## src/rtl/chess_pkg.sv

```systemverilog
// Shared definitions for the chess board datapath: piece codes, FSM state
// encoding and the initial-position generator.
package chess_pkg;

    // Piece types (low three bits of a square code)
    localparam logic [2:0] EMPTY  = 3'b000;
    localparam logic [2:0] PAWN   = 3'b001;
    localparam logic [2:0] KNIGHT = 3'b010;
    localparam logic [2:0] BISHOP = 3'b011;
    localparam logic [2:0] ROOK   = 3'b100;
    localparam logic [2:0] QUEEN  = 3'b101;
    localparam logic [2:0] KING   = 3'b110;

    // Colour bit position within the canonical 4-bit code returned by init_val
    localparam int COLOUR_BIT = 3;

    typedef enum logic [1:0] {
        ST_IDLE = 2'd0,
        ST_INIT = 2'd1,
        ST_UNDO = 2'd2
    } state_e;

    // Back-rank piece for an 8-wide board, indexed by column
    function automatic logic [2:0] back_rank(input int col);
        logic [2:0] t;
        case (col)
            0, 7:    t = ROOK;
            1, 6:    t = KNIGHT;
            2, 5:    t = BISHOP;
            3:       t = QUEEN;
            4:       t = KING;
            default: t = EMPTY;
        endcase
        return t;
    endfunction

    // Starting-position code for square idx as {colour, type}. Colour 1
    // occupies rows 0/1, colour 0 occupies the last two rows. Boards that are
    // not 8 columns wide get pawns only.
    function automatic logic [3:0] init_val(input int idx, input int rows, input int cols);
        int         row;
        int         col;
        logic [2:0] typ;
        logic       colour;
        row    = idx / cols;
        col    = idx % cols;
        typ    = EMPTY;
        colour = 1'b0;
        if (row == rows - 1) begin
            typ = (cols == 8) ? back_rank(col) : EMPTY;
        end else if (row == rows - 2) begin
            typ = PAWN;
        end else if (row == 1) begin
            colour = 1'b1;
            typ    = PAWN;
        end else if (row == 0) begin
            colour = 1'b1;
            typ    = (cols == 8) ? back_rank(col) : EMPTY;
        end
        return {colour, typ};
    endfunction

endpackage

```

## src/rtl/chess_hist_stack.sv

```systemverilog
// LIFO ring of history entries. A push onto a full stack overwrites the
// oldest entry (the pointer simply wraps), so the newest DEPTH entries are
// always the ones available to pop. DEPTH must be a power of two.
module chess_hist_stack #(
    parameter  int DEPTH = 16,
    parameter  int DW    = 11,
    localparam int PW    = $clog2(DEPTH),
    localparam int CNT_W = $clog2(DEPTH + 1)
) (
    input  logic             clk_i,
    input  logic             rst_i,
    input  logic             clear_i,
    input  logic             push_i,
    input  logic             pop_i,
    input  logic [DW-1:0]    push_data_i,
    output logic [DW-1:0]    top_data_o,
    output logic [CNT_W-1:0] count_o
);

    logic [DW-1:0]    mem_q [DEPTH];
    logic [PW-1:0]    ptr_q;       // next free slot; top of stack is ptr_q-1
    logic [PW-1:0]    ptr_d;
    logic [CNT_W-1:0] count_q;
    logic [CNT_W-1:0] count_d;

    // Entry storage: written on push only, never reset
    always_ff @(posedge clk_i) begin
        if (push_i && !clear_i) begin
            mem_q[ptr_q] <= push_data_i;
        end
    end

    // Next pointer/count: clear beats push, push beats pop, count saturates
    always_comb begin
        ptr_d   = ptr_q;
        count_d = count_q;
        if (clear_i) begin
            ptr_d   = '0;
            count_d = '0;
        end else if (push_i) begin
            ptr_d = ptr_q + PW'(1);
            if (count_q != CNT_W'(DEPTH)) begin
                count_d = count_q + CNT_W'(1);
            end
        end else if (pop_i && (count_q != '0)) begin
            ptr_d   = ptr_q - PW'(1);
            count_d = count_q - CNT_W'(1);
        end
    end

    // Pointer and count registers
    always_ff @(posedge clk_i) begin
        if (rst_i) begin
            ptr_q   <= '0;
            count_q <= '0;
        end else begin
            ptr_q   <= ptr_d;
            count_q <= count_d;
        end
    end

    assign top_data_o = mem_q[ptr_q - PW'(1)];
    assign count_o    = count_q;

endmodule

```

## src/rtl/chess_board_store.sv

```systemverilog
// Board storage for the chess datapath: sequenced initial-position load,
// guarded single-square writes and multi-square undo from a bounded history.
// Each history entry is {addr, previous piece, first-of-move flag}; undo pops
// entries until it restores the one that opened the move group.
module chess_board_store
    import chess_pkg::*;
#(
    parameter  int ROWS       = 8,
    parameter  int COLS       = 8,
    parameter  int PIECE_W    = 4,
    parameter  int HIST_DEPTH = 16,
    localparam int SQ         = ROWS * COLS,
    localparam int ADDR_W     = $clog2(SQ),
    localparam int HCNT_W     = $clog2(HIST_DEPTH + 1)
) (
    input  logic                  clk_25MHz,
    input  logic                  Reset,
    input  logic                  init_req,
    input  logic                  wr_en,
    input  logic                  wr_first,
    input  logic [ADDR_W-1:0]     wr_addr,
    input  logic [PIECE_W-1:0]    wr_piece,
    input  logic                  undo_req,
    output logic [SQ*PIECE_W-1:0] board_flat,
    output logic                  busy,
    output logic [HCNT_W-1:0]     hist_count,
    output logic                  undo_err
);

    localparam int                EW       = ADDR_W + PIECE_W + 1;
    localparam logic [ADDR_W-1:0] LAST_IDX = ADDR_W'(SQ - 1);

    // Map the canonical 4-bit {colour, type} code onto PIECE_W bits
    function automatic logic [PIECE_W-1:0] to_code(input logic [3:0] v);
        logic [PIECE_W-1:0] r;
        r              = PIECE_W'(v[2:0]);
        r[PIECE_W-1]   = v[COLOUR_BIT];
        return r;
    endfunction

    state_e              state_q;
    state_e              state_d;
    logic [ADDR_W-1:0]   idx_q;
    logic [ADDR_W-1:0]   idx_d;
    logic                undo_err_q;
    logic                undo_err_d;
    logic [PIECE_W-1:0]  board_q [SQ];

    logic                sq_we;
    logic [ADDR_W-1:0]   sq_addr;
    logic [PIECE_W-1:0]  sq_data;

    logic                h_push;
    logic                h_pop;
    logic                h_clear;
    logic [EW-1:0]       h_push_data;
    logic [EW-1:0]       h_top;
    logic [HCNT_W-1:0]   h_count;

    logic                addr_ok;
    logic [ADDR_W-1:0]   top_addr;
    logic [PIECE_W-1:0]  top_old;
    logic                top_first;

    assign addr_ok     = ({1'b0, wr_addr} < (ADDR_W + 1)'(SQ));
    assign h_push_data = {wr_addr, board_q[wr_addr], wr_first};
    assign top_addr    = h_top[EW-1 -: ADDR_W];
    assign top_old     = h_top[PIECE_W:1];
    assign top_first   = h_top[0];

    chess_hist_stack #(
        .DEPTH (HIST_DEPTH),
        .DW    (EW)
    ) u_hist (
        .clk_i       (clk_25MHz),
        .rst_i       (Reset),
        .clear_i     (h_clear),
        .push_i      (h_push),
        .pop_i       (h_pop),
        .push_data_i (h_push_data),
        .top_data_o  (h_top),
        .count_o     (h_count)
    );

    // Next state and the single square-write port; init_req overrides any state
    always_comb begin
        state_d    = state_q;
        idx_d      = idx_q;
        undo_err_d = 1'b0;
        sq_we      = 1'b0;
        sq_addr    = idx_q;
        sq_data    = '0;
        h_push     = 1'b0;
        h_pop      = 1'b0;
        h_clear    = 1'b0;
        if (init_req) begin
            state_d = ST_INIT;
            idx_d   = '0;
            h_clear = 1'b1;
        end else begin
            case (state_q)
                ST_INIT: begin
                    sq_we   = 1'b1;
                    sq_addr = idx_q;
                    sq_data = to_code(init_val(int'(idx_q), ROWS, COLS));
                    if (idx_q == LAST_IDX) begin
                        state_d = ST_IDLE;
                    end else begin
                        idx_d = idx_q + ADDR_W'(1);
                    end
                end
                ST_IDLE: begin
                    // A write always wins over a same-cycle undo request
                    if (wr_en) begin
                        if (addr_ok) begin
                            sq_we   = 1'b1;
                            sq_addr = wr_addr;
                            sq_data = wr_piece;
                            h_push  = 1'b1;
                        end
                    end else if (undo_req) begin
                        if (h_count == '0) begin
                            undo_err_d = 1'b1;
                        end else begin
                            state_d = ST_UNDO;
                        end
                    end
                end
                ST_UNDO: begin
                    if (h_count == '0) begin
                        state_d = ST_IDLE;
                    end else begin
                        h_pop   = 1'b1;
                        sq_we   = 1'b1;
                        sq_addr = top_addr;
                        sq_data = top_old;
                        if (top_first || (h_count == HCNT_W'(1))) begin
                            state_d = ST_IDLE;
                        end
                    end
                end
                default: state_d = ST_IDLE;
            endcase
        end
    end

    // State, load index and error pulse registers; reset starts a fresh load
    always_ff @(posedge clk_25MHz) begin
        if (Reset) begin
            state_q    <= ST_INIT;
            idx_q      <= '0;
            undo_err_q <= 1'b0;
        end else begin
            state_q    <= state_d;
            idx_q      <= idx_d;
            undo_err_q <= undo_err_d;
        end
    end

    // Square registers: cleared on reset, otherwise one write per cycle
    always_ff @(posedge clk_25MHz) begin
        if (Reset) begin
            for (int i = 0; i < SQ; i++) begin
                board_q[i] <= '0;
            end
        end else if (sq_we) begin
            board_q[sq_addr] <= sq_data;
        end
    end

    // Flatten the square registers onto the output bus
    always_comb begin
        board_flat = '0;
        for (int i = 0; i < SQ; i++) begin
            board_flat[i*PIECE_W +: PIECE_W] = board_q[i];
        end
    end

    assign busy       = (state_q != ST_IDLE);
    assign hist_count = h_count;
    assign undo_err   = undo_err_q;

endmodule

```

## config.mk

```make
export PLATFORM = sky130hd
export DESIGN_NAME = chess_board_store
export DESIGN_NICKNAME = d
export VERILOG_FILES = /design/src/rtl/chess_pkg.sv /design/src/rtl/chess_hist_stack.sv /design/src/rtl/chess_board_store.sv
export SDC_FILE = /design/constraint.sdc
export NUM_CORES = 1
export LEC_CHECK = 0
export CORE_MARGIN = 2
export CORE_UTILIZATION = 45
export CTS_CLUSTER_DIAMETER = 80
export DETAILED_ROUTE_END_ITERATION = 10
export GPL_TIMING_DRIVEN = 0
export PLACE_DENSITY = 0.67
export SYNTH_ARGS = -nofsm -noshare
export SYNTH_HDL_FRONTEND = slang
export SYNTH_SLANG_ARGS = --single-unit
```

## constraint.sdc

```tcl
create_clock -name clk_25MHz -period 5.65 [get_ports clk_25MHz]
set_clock_uncertainty 0.2 [all_clocks]
set_input_delay 0.565 -clock clk_25MHz [delete_from_list [all_inputs] [get_ports clk_25MHz]]
set_output_delay 0.565 -clock clk_25MHz [all_outputs]
set_load 0.02 [all_outputs]
```

==> key figures <==
Yosys
  • Top-count cell post-synth: edfxtp_1
  • Top FF cell, synth: edfxtp_1
  • Async S/R FF share, synth: 0%
  • Synth Area in Adders: 0.7065%
  • Sequential share of the synthesized area: 63.02%
  • Post-Syn Instances: 1370
  • Synthesized net count: 1398
  • Synth Area per Inst: 15.51 um2
  • Mux share of post-synthesis cell area: 14.56%
  • Largest family of logic cells by synthesized area: multiplexers
  • Synth Area in Simple Gates: 12.96%
  • Leading area contributor after synthesis: edfxtp_1
  • Post-synthesis register bit count: 453
  • Largest cells by area after synthesis: edfxtp_1 61%, mux4_2 14%, nor3_1 4.5%, nor3_2 2.3%, dfxtp_1 2.0%
  • EDFF count, synth: 432
  • Top-area cell type share of the netlist area: 61.05%
  • XOR/XNOR share of the synthesized area: 0.6123%
  • Synthesized area: 21250 um2
  • Post-synthesis compound-gate area fraction: 4.616%
  • Total of warnings raised by yosys: 0
  • Synth unique cells: 76
  • Commonest cells post-synth: 432 x edfxtp_1, 190 x nor3_1, 131 x mux4_2

Critical path
  • Worst stage delay on the critical path: 400 ps
  • Crit-path cells: buf_6 -> buf_12 -> buf_12 -> buf_12 -> buf_4 -> inv_1 -> ha_1 -> buf_2 -> buf_4 -> clkbuf_4 -> mux4_2 -> nand3_1 -> a2111o_1 -> nand3_2 -> clkbuf_4 -> buf_4 -> nor3_1 -> a21o_1
  • Critical Path AT: 5560 ps
  • CP delay by family, top: buffers and inverters
  • WS Path Type: reg2reg
  • Crit path buf inv count: 11
  • Crit path capture type: flip-flop
  • Slowest CP cell: nor3_1
  • Type of origin of the critical path: flip-flop
  • Critical path peak fanout: 10
  • CP required: 5720 ps

STA
  • Achievable Freq: 0.1820 GHz
  • Transition time at the pin with the least slew margin: 1384 ps
  • Fin. Hold Viols: 0
  • Final Critical Period: 5494 ps
  • Final worst path period share: 97.23%
  • Endpoints failing setup: 0
  • Slew Limit Fails: 0
  • RSZ-0062 raised after global routing: true
  • Max-slew headroom: 7.416%

Pwr
  • Tot Pwr: 7.513 mW
  • Max VDD drop: 0.0002822 V
  • Leakage: 8.494 nW
  • Power Density: 280.1 nW/um2

Clocking
  • Clock Latency Late Sink: 610 ps
  • TritonCTS buffer count: 47
  • TritonCTS clock tree: done
  • Post-CTS Hold Buffers: 0
  • CTS clk-pin slew, worst paths: 60 ps
  • Max Buffers Root-to-Sink: 3
  • Sink Count: 453
  • H-tree Lvls: 2
  • Root buf cell: clkbuf_16

Final layout
  • Finished Layout Cells: 2356
  • Nets@finish: 1739
  • Fraction of layout instances using a drive strength above 1: 24.87%
  • Number of inserted diodes: 0
  • Synth-to-layout area growth: 26.21%
  • Fillers: 3646

Global route
  • Largest net degree at the start of global routing: 22
  • Initial antenna violation count: 1
  • Vias in the first global route: 14930
  • Aggregate global routing overflow: 0
  • Gr usage total: 30.11%
  • Global-route wire length before repair: 106600 um

Die
  • Die height: 221.3 um
  • # rows: 79
  • Die area: 48980 um2
  • Die Wd: 221.3 um
  • Core footprint: 46560 um2
  • Top Ports: 279
  • Starting density of the core: 45.64%

Status
  • Status: finished, final reports clean

Detailed routing
  • DRT antenna net count: 0
  • Final wirelength: 74580 um
  • Vias per cell: 6.476
  • # DRC: 0
  • Initial drt markers: 2049
  • DRT Pass-1 Iters: 6
  • Vias: 15260
  • Avg WL per Cell: 31.66 um

Placed design
  • Post-Place Cells: 2259
  • Port Buffers: 277
  • Routability congestion estimate: 1.028
  • HPWL Detailed: 55520 um

Min path
  • Worst Hold Class: reg2reg

Run
  • Max Cap Viol: 0
==> cells by family after synthesis <==
group	Yosys count
compound gates	136
xor+xnor	14
fa+ha+maj	12
buf+inv	151
flops	453
mux	145
simple gates	459
==> area by class of cell <==
type / instances / area [um2] / area share (%)
plain buffers: 143 / 770.7 / 2.874
clock buffers: 60 / 1225 / 4.567
clock inverters: 27 / 220.2 / 0.8210
inverters: 8 / 30.03 / 0.1120
multi-input cells: 766 / 7502 / 27.97
flip-flops and latches: 453 / 13390 / 49.93
well taps: 607 / 759.5 / 2.832
repair buffers: 292 / 2920 / 10.89
==> registers in the layout, indices dropped and copies added, names as in the netlist, named ones only <==
register / cells
board_q: 256
state_q: 2
idx_q: 6
undo_err: 1
u_hist.ptr_q: 4
u_hist.mem_q: 176
u_hist.count_o: 5
==> worst reg2reg max path, delay by kind of cell, from the launching register on <==
kind	cells	cell delay [ps]
adder cells (fa/ha/maj)	1	360
AO/OA/AOI/OAI	2	520
multiplexers	1	380
AND/OR/NAND/NOR	3	830
buffers and inverters	11	2480
flip-flops	1	390
==> final timing paths <==
kind	slack, ps	endpoint	startpoint	cells after the start
min reg2reg	390	u_hist.count_o[1]	u_hist.count_o[1]	2
max	160	board_q[28][1]	u_hist.ptr_q[0]	18
min	390	u_hist.count_o[1]	u_hist.count_o[1]	2
max reg2reg	160	board_q[28][1]	u_hist.ptr_q[0]	18
==> cell usage in the layout (no fill, tap or decap), types with 5 or more instances in the layout <==
cell type and instances:
clkinv_2 10, nand3b_1 6, mux2i_1 11, buf_1 15
buf_6 11, o21ai_4 9, nand2b_1 8, ha_1 12
o21ai_1 8, nor2_1 41, clkbuf_1 63, nand2_1 31
nand4_4 5, a21o_1 9, clkdlybuf4s50_1 277, nor4_1 35
nand3_1 19, or3_1 10, buf_2 38, clkbuf_2 11
clkinv_1 10, o21ai_2 19, buf_4 20, and3_1 5
o31ai_4 11, nor3_1 184, nand4_1 20, mux4_2 131
o21ai_0 10, xnor2_1 8, nor3_2 55, inv_1 8
a21oi_1 18, clkbuf_4 8, dfxtp_1 21, edfxtp_1 432
a31o_2 16, nor2b_1 6, clkbuf_16 47
==> metal layers <==
metal | GRT usage (%) | share of wire, %
met5 | 0 | 0.0094
met3 | 6.533 | 10
met4 | 11.63 | 4.3
met1 | 39.52 | 37
met2 | 49.25 | 48
==> report_power, final <==
part | total (mW) | internal [mW] | switching, mW | leakage (nW)
clock | 2.99 | 1.64 | 1.35 | 0.709
combinational | 0.702 | 0.261 | 0.441 | 3.38
sequential | 3.82 | 3.76 | 0.0673 | 4.40
total | 7.51 | 5.66 | 1.86 | 8.49
==> what timing repair did <==
item                       CTS  global route
pin swaps                    2             5
gates resized for setup     70            67
setup endpoints to repair  418           398
setup buffers                4             6
==> through the flow <==
step	hold slack [ps]	utilization [%]	instance area [um2]	worst slack (ps)	setup TNS (ps)
floorplan	362.1	-	21250	1058	0
global placement	372.0	53.23	24780	-781.3	-103660
detailed placement	380.0	53.41	24870	-821.0	-104930
CTS	388.5	57.11	26590	-25.67	-249.0
global route	454.4	57.61	26820	-45.59	-293.1
finish	386.5	57.61	26820	156.3	0
(Power assumes the default switching activity.)
==> edit 1 (config.mk and constraints unchanged) <==
The parameter `PIECE_W` goes from 4 to 5. Comments in the files are not updated.
--- a/src/rtl/chess_board_store.sv
+++ b/src/rtl/chess_board_store.sv
@@ -9,3 +9,3 @@
     parameter  int COLS       = 8,
-    parameter  int PIECE_W    = 4,
+    parameter  int PIECE_W    = 5,
     parameter  int HIST_DEPTH = 16,
Interface: changed (resized board_flat and wr_piece); port bits go from 279 to 344. No check against the original RTL was run, so the function may have changed too.
==> edit 1 against the original RTL <==
Area after synthesis increased by 12%; final cell count increased by 14%; worst hold slack got worse by 0.025 ns; maximum frequency decreased by 2.6%; sequential cell count increased by 80; wire length increased by 19%; setup slack got worse by 0.15 ns; critical endpoint is now board_q[51][2]; non-clock buffer count increased by 100; power increased by 19%; cell area increased by 14%; sequential power increased by 19%.
==> edit 1: results (changes against the original RTL) <==
- WL met2: 39800 um (was 36100 um)
- Synth top area share: 64.3% (was 61.0%)
- GR Util met1: 44.0% (was 39.5%)
- Synth top cells by count: edfxtp_1, nor3_1, mux4_2, clkbuf_1, o21ai_0 (was edfxtp_1, nor3_1, mux4_2, clkbuf_1, nor3_2)
- Place WS: -1.06 ns (was -0.821 ns)
- Vias in the first global route: 17000 (was 14900)
- LEAKAGE: 9.58 nW (was 8.49 nW)
- Syn Nets: 1567 (was 1398)
- Top FF cell, synth: edfxtp_1 (unchanged)
- Multiplexer area fraction after synthesis: 15.6% (was 14.6%)
- First-pass GRT wire length: 123000 um (was 107000 um)
- Synth top area cells: edfxtp_1, mux4_2, nor3_1 (unchanged)
- Worst reg2reg path depth: 14 (was 18)
- Status: finished, final reports clean (unchanged)
- Worst setup path end: board_q[51][2] (was board_q[28][1])
- Hold Crit Class: reg -> reg (unchanged)
- Worst path top cell family by delay: buffers and inverters (unchanged)
- VDD IR max: 0.261 mV (was 0.282 mV)
- Largest net degree at the start of global routing: 23 (was 22)
- Unique masters post-synth: 66 (was 76)
- Skew-Pair Late Insertion Delay: 0.64 ns (was 0.61 ns)
- Logic power comb: 0.763 mW (was 0.702 mW)
- Synth Area in Compound Gates: 3.81% (was 4.62%)
- Share of layout cells above drive strength 1: 18.3% (was 24.9%)
- Hold EP: u_hist.count_o[4] (was u_hist.count_o[1])
- Total iterations of the first detailed-routing run: 5 (was 6)
- Nets: 1985 (was 1739)
- Iter 0 DRT Violations: 2811 (was 2049)
- Seq/Total Area, Yosys: 66.1% (was 63.0%)
- WP data arrival: 5.68 ns (was 5.56 ns)
- Clk root buf: clkbuf_16 (unchanged)
- Post-Synth Adder-Cell Area: 0.628% (was 0.707%)
- Clock Path Buffers: 3 (unchanged)
- Fillers: 4135 (was 3646)
- Port bufs: 342 (was 277)
- Largest registers: board_q x320, u_hist.mem_q x192, idx_q x6 (was board_q x256, u_hist.mem_q x176, idx_q x6)
- Met3 wire length: 13200 um (was 7680 um)
- CTS Buf Count: 55 (was 47)
- Clock network power share: 40.6% (was 39.7%)
- Detailed Place HPWL: 65500 um (was 55500 um)
- DR vias/cell: 6.63 (was 6.48)
- Met1 wire length: 31500 um (was 27600 um)
- Fin crit share: 99.8% (was 97.2%)
- Switching share of total power: 24.4% (was 24.7%)
- Met3 usage: 10.6% (was 6.53%)
- Initial antenna violation count: 2 (was 1)
- Internal power: 6.74 mW (was 5.66 mW)
- Ys Warns: 0 (unchanged)
- GRT Util Overall: 32.0% (was 30.1%)
- GR Util met2: 47.5% (was 49.3%)
- Drt wl/cell: 32.8 um (was 31.7 um)
- Worst slew pin tran: 1.21 ns (was 1.38 ns)
- Async set-reset flop share out of synthesis: 0% (unchanged)
- CP max stage delay: 0.90 ns (was 0.40 ns)
- GP Congestion: 0.950 (was 1.03)
- CP max-delay cell: buf_1 (was nor3_1)
- EDFF count, synth: 512 (was 432)
- Synth Area in XOR/XNOR: 0.403% (was 0.612%)
- Worst hold start: u_hist.count_o[4] (was u_hist.count_o[1])
- Flop-to-flop setup slack: 0.01 ns (was 0.16 ns)
-- edit 1: cell count changes after synthesis, sizes merged, moves of 24 or more --
cell    change
edfxtp     +80
buf        -34
nor3       +44
o21ai      +24
clkbuf     +65
nor4       +27
-- edit 1: final cells by class --
| type | instances | area share, % |
|---|---|---|
| sequential | 533 | 51.8 |
| multi-input combinational | 817 | 25.0 |
| timing repair buffer | 363 | 11.9 |
| clock buffer | 65 | 4.70 |
| tap | 688 | 2.82 |
| buffer | 172 | 2.37 |
| clock inverter | 38 | 1.21 |
| inverter | 14 | 0.172 |
| antenna | 2 | 0.0164 |
-- edit 1: metrics by stage --
stage               hold slack, ns  cell area [um2]  instances
finish                       0.362            30500       2692
global route                 0.371            30500       2691
CTS                          0.346            30300       2686
floorplan                    0.377            23900       1538
global placement             0.330            28200       2568
detailed placement           0.352            28400       2584
-- edit 1: repair_timing --
item | in CTS | in global routing
pin swaps | 0 | 3
buffers inserted | 0 | 5
endpoints found under the setup margin | 569 | 486
gates resized for setup | 64 | 46
==> edit 2 (config.mk and constraints unchanged) <==
Without the edit above. Put a register stage on the outputs `busy` and `hist_count`, cleared by the reset. The values now appear one clock later. The other outputs are not delayed to match.
--- a/src/rtl/chess_board_store.sv
+++ b/src/rtl/chess_board_store.sv
@@ -178,4 +178,11 @@
 
-    assign busy       = (state_q != ST_IDLE);
-    assign hist_count = h_count;
+    always_ff @(posedge clk_25MHz) begin
+        if (Reset) begin
+            busy       <= '0;
+            hist_count <= '0;
+        end else begin
+            busy       <= (state_q != ST_IDLE);
+            hist_count <= h_count;
+        end
+    end
     assign undo_err   = undo_err_q;
Behaviour: not the same (a bounded check fails within 4 cycles, from zero or initial values and one cycle with Reset high).
==> edit 2 against the original RTL <==
Critical endpoint is now board_q[41][0]; area after synthesis decreased by 1.6%; power is 3.6% higher; wire length decreased by 3.6%; die area down 1.6%; first-iteration DRC count decreased by 2.2%; worst hold slack got worse by 0.038 ns; utilization fell by 0.20 points; synthesized cell count decreased by 0.44%; global-route usage decreased by 0.078 points; the flow now finishes with violations (capacitance limit, slew limit); cell area down 2.4%; sequential cell count increased by 6; largest cell class unchanged; setup slack improved by 0.15 ns.
==> edit 2: results (changes against the original RTL) <==
- DR vias/cell: 6.38 (was 6.48)
- Syn avg cell area: 15.3 um2 (was 15.5 um2)
- LEAKAGE: 8.15 nW (was 8.49 nW)
- GP Congestion: 0.960 (was 1.03)
- CTS Buf Count: 50 (was 47)
- Largest net degree at the start of global routing: 22 (unchanged)
- CP max-delay cell: o21bai_1 (was nor3_1)
- R2R Path End: board_q[41][0] (was board_q[28][1])
- EDFF count, synth: 432 (unchanged)
- WP data arrival: 5.41 ns (was 5.56 ns)
- CP max stage delay: 0.59 ns (was 0.40 ns)
- Clk root buf: clkbuf_16 (unchanged)
- Clock Path Buffers: 3 (unchanged)
- Worst reg2reg path depth: 11 (was 18)
- Unique masters post-synth: 63 (was 76)
- H-tree depth reported by CTS: 2 (unchanged)
- Placed instance count: 2244 (was 2259)
- Initial antenna violation count: 2 (was 1)
- VDD IR max: 0.220 mV (was 0.282 mV)
- Worst-path maximum fanout: 11 (was 10)
- Syn Nets: 1392 (was 1398)
- Status: finished, violations left (was finished, final reports clean)
- Share of layout cells above drive strength 1: 16.6% (was 24.9%)
- Seq/Total Area, Yosys: 64.6% (was 63.0%)
- Iter 0 DRT Violations: 2003 (was 2049)
- Largest register FFs: 256 (unchanged)
- Port bufs: 276 (was 277)
- Number of diodes: 0 (unchanged)
- Synth top cells by count: edfxtp_1, nor3_1, mux4_2, clkbuf_1, o21bai_1 (was edfxtp_1, nor3_1, mux4_2, clkbuf_1, nor3_2)
- Post-CTS resize count: 1 (was 70)
- Flop-to-flop setup slack: 0.30 ns (was 0.16 ns)
- Skew-Pair Late Insertion Delay: 0.62 ns
- Switching share of total power: 23.7% (was 24.7%)
- Drt wl/cell: 30.8 um (was 31.7 um)
- Slew Limit Fails: 1 (was 0)
- Setup repair bufs after CTS: 0 (was 4)
- Worst slew margin: -0.630% (was 7.42%)
- Fillers: 3596 (was 3646)
- First-pass GRT wire length: 102000 um (was 107000 um)
- Finished Layout Cells: 2339 (was 2356)
- Vias in the first global route: 14900 (about the same)
- Place WS: -0.158 ns (was -0.821 ns)
- Max-cap check violation count: 2 (was 0)
- GRT Util Overall: 30.0% (was 30.1%)
- Reg clk slew, reported paths: 0.06 ns (about the same)
- Nets: 1725 (was 1739)
- Failing checks: capacitance limit, slew limit
- Detailed Place HPWL: 52900 um (was 55500 um)
- Fmax: 0.187 GHz (was 0.182 GHz)
- Synth top area cells: edfxtp_1, mux4_2, nor3_1 (unchanged)
## edit 2: cell count changes after synthesis, sizes merged, moves of 18 or more
cell	before	now
o21ai	46	22
clkbuf	63	94
buf	80	53
mux2i	11	38
o21bai	1	65
nor4	36	18
## edit 2: layer usage
metal	up-vias	global-route usage, %	part of all wire [%]
met2	1012	49.1	49
met5	-	0	0.015
met3	211	7.44	11
met1	7580	37.8	35
li1	6124	-	-
met4	2	13.8	4.9
## edit 2: through the flow
stage	area, um2	power, mW
finish	26200	7.78
detailed placement	24500	4.53
floorplan	20900	4.21
global placement	24400	4.52
CTS	26100	7.77
global route	26200	7.94
## edit 2: worst min path at each step
stage	from	to	slack, ns	cells past startpoint
6_report	u_hist.count_o[4]	hist_count[4]	0.35	1
5_1_grt	undo_req	undo_err	0.38	3
4_1_cts	undo_req	undo_err	0.35	3
3_5_place_dp	u_hist.count_o[4]	hist_count[4]	0.34	1
3_3_place_gp	u_hist.count_o[4]	hist_count[4]	0.34	1
2_1_floorplan	u_hist.count_o[4]	hist_count[4]	0.30	1
## edit 2: cell families after synthesis
family | Yosys count | synth area share (%)
flip-flops | 459 | 64.6
AND/OR/NAND/NOR | 420 | 11.2
multiplexers | 160 | 14.8
buffers and inverters | 158 | 3.27
AO/OA/AOI/OAI | 143 | 4.89
XOR/XNOR | 12 | 0.503
adder cells (fa/ha/maj) | 12 | 0.718
## edit 2: layout make-up
type / count / area share [%]
timing repair buffer: 281 / 10.8
clock inverter: 31 / 1.24
clock buffer: 63 / 5.04
sequential: 459 / 51.6
tap: 600 / 2.87
inverter: 11 / 0.158
multi-input combinational: 747 / 25.8
buffer: 147 / 2.46
## edit 2: power groups by stage
stage	Sequential (mW)	Clock, mW	Combinational [mW]
detailed placement	3.93	0	0.596
global placement	3.93	0	0.590
floorplan	3.99	0	0.227
global route	3.87	3.45	0.624
CTS	3.86	3.31	0.598
finish	3.87	3.31	0.605
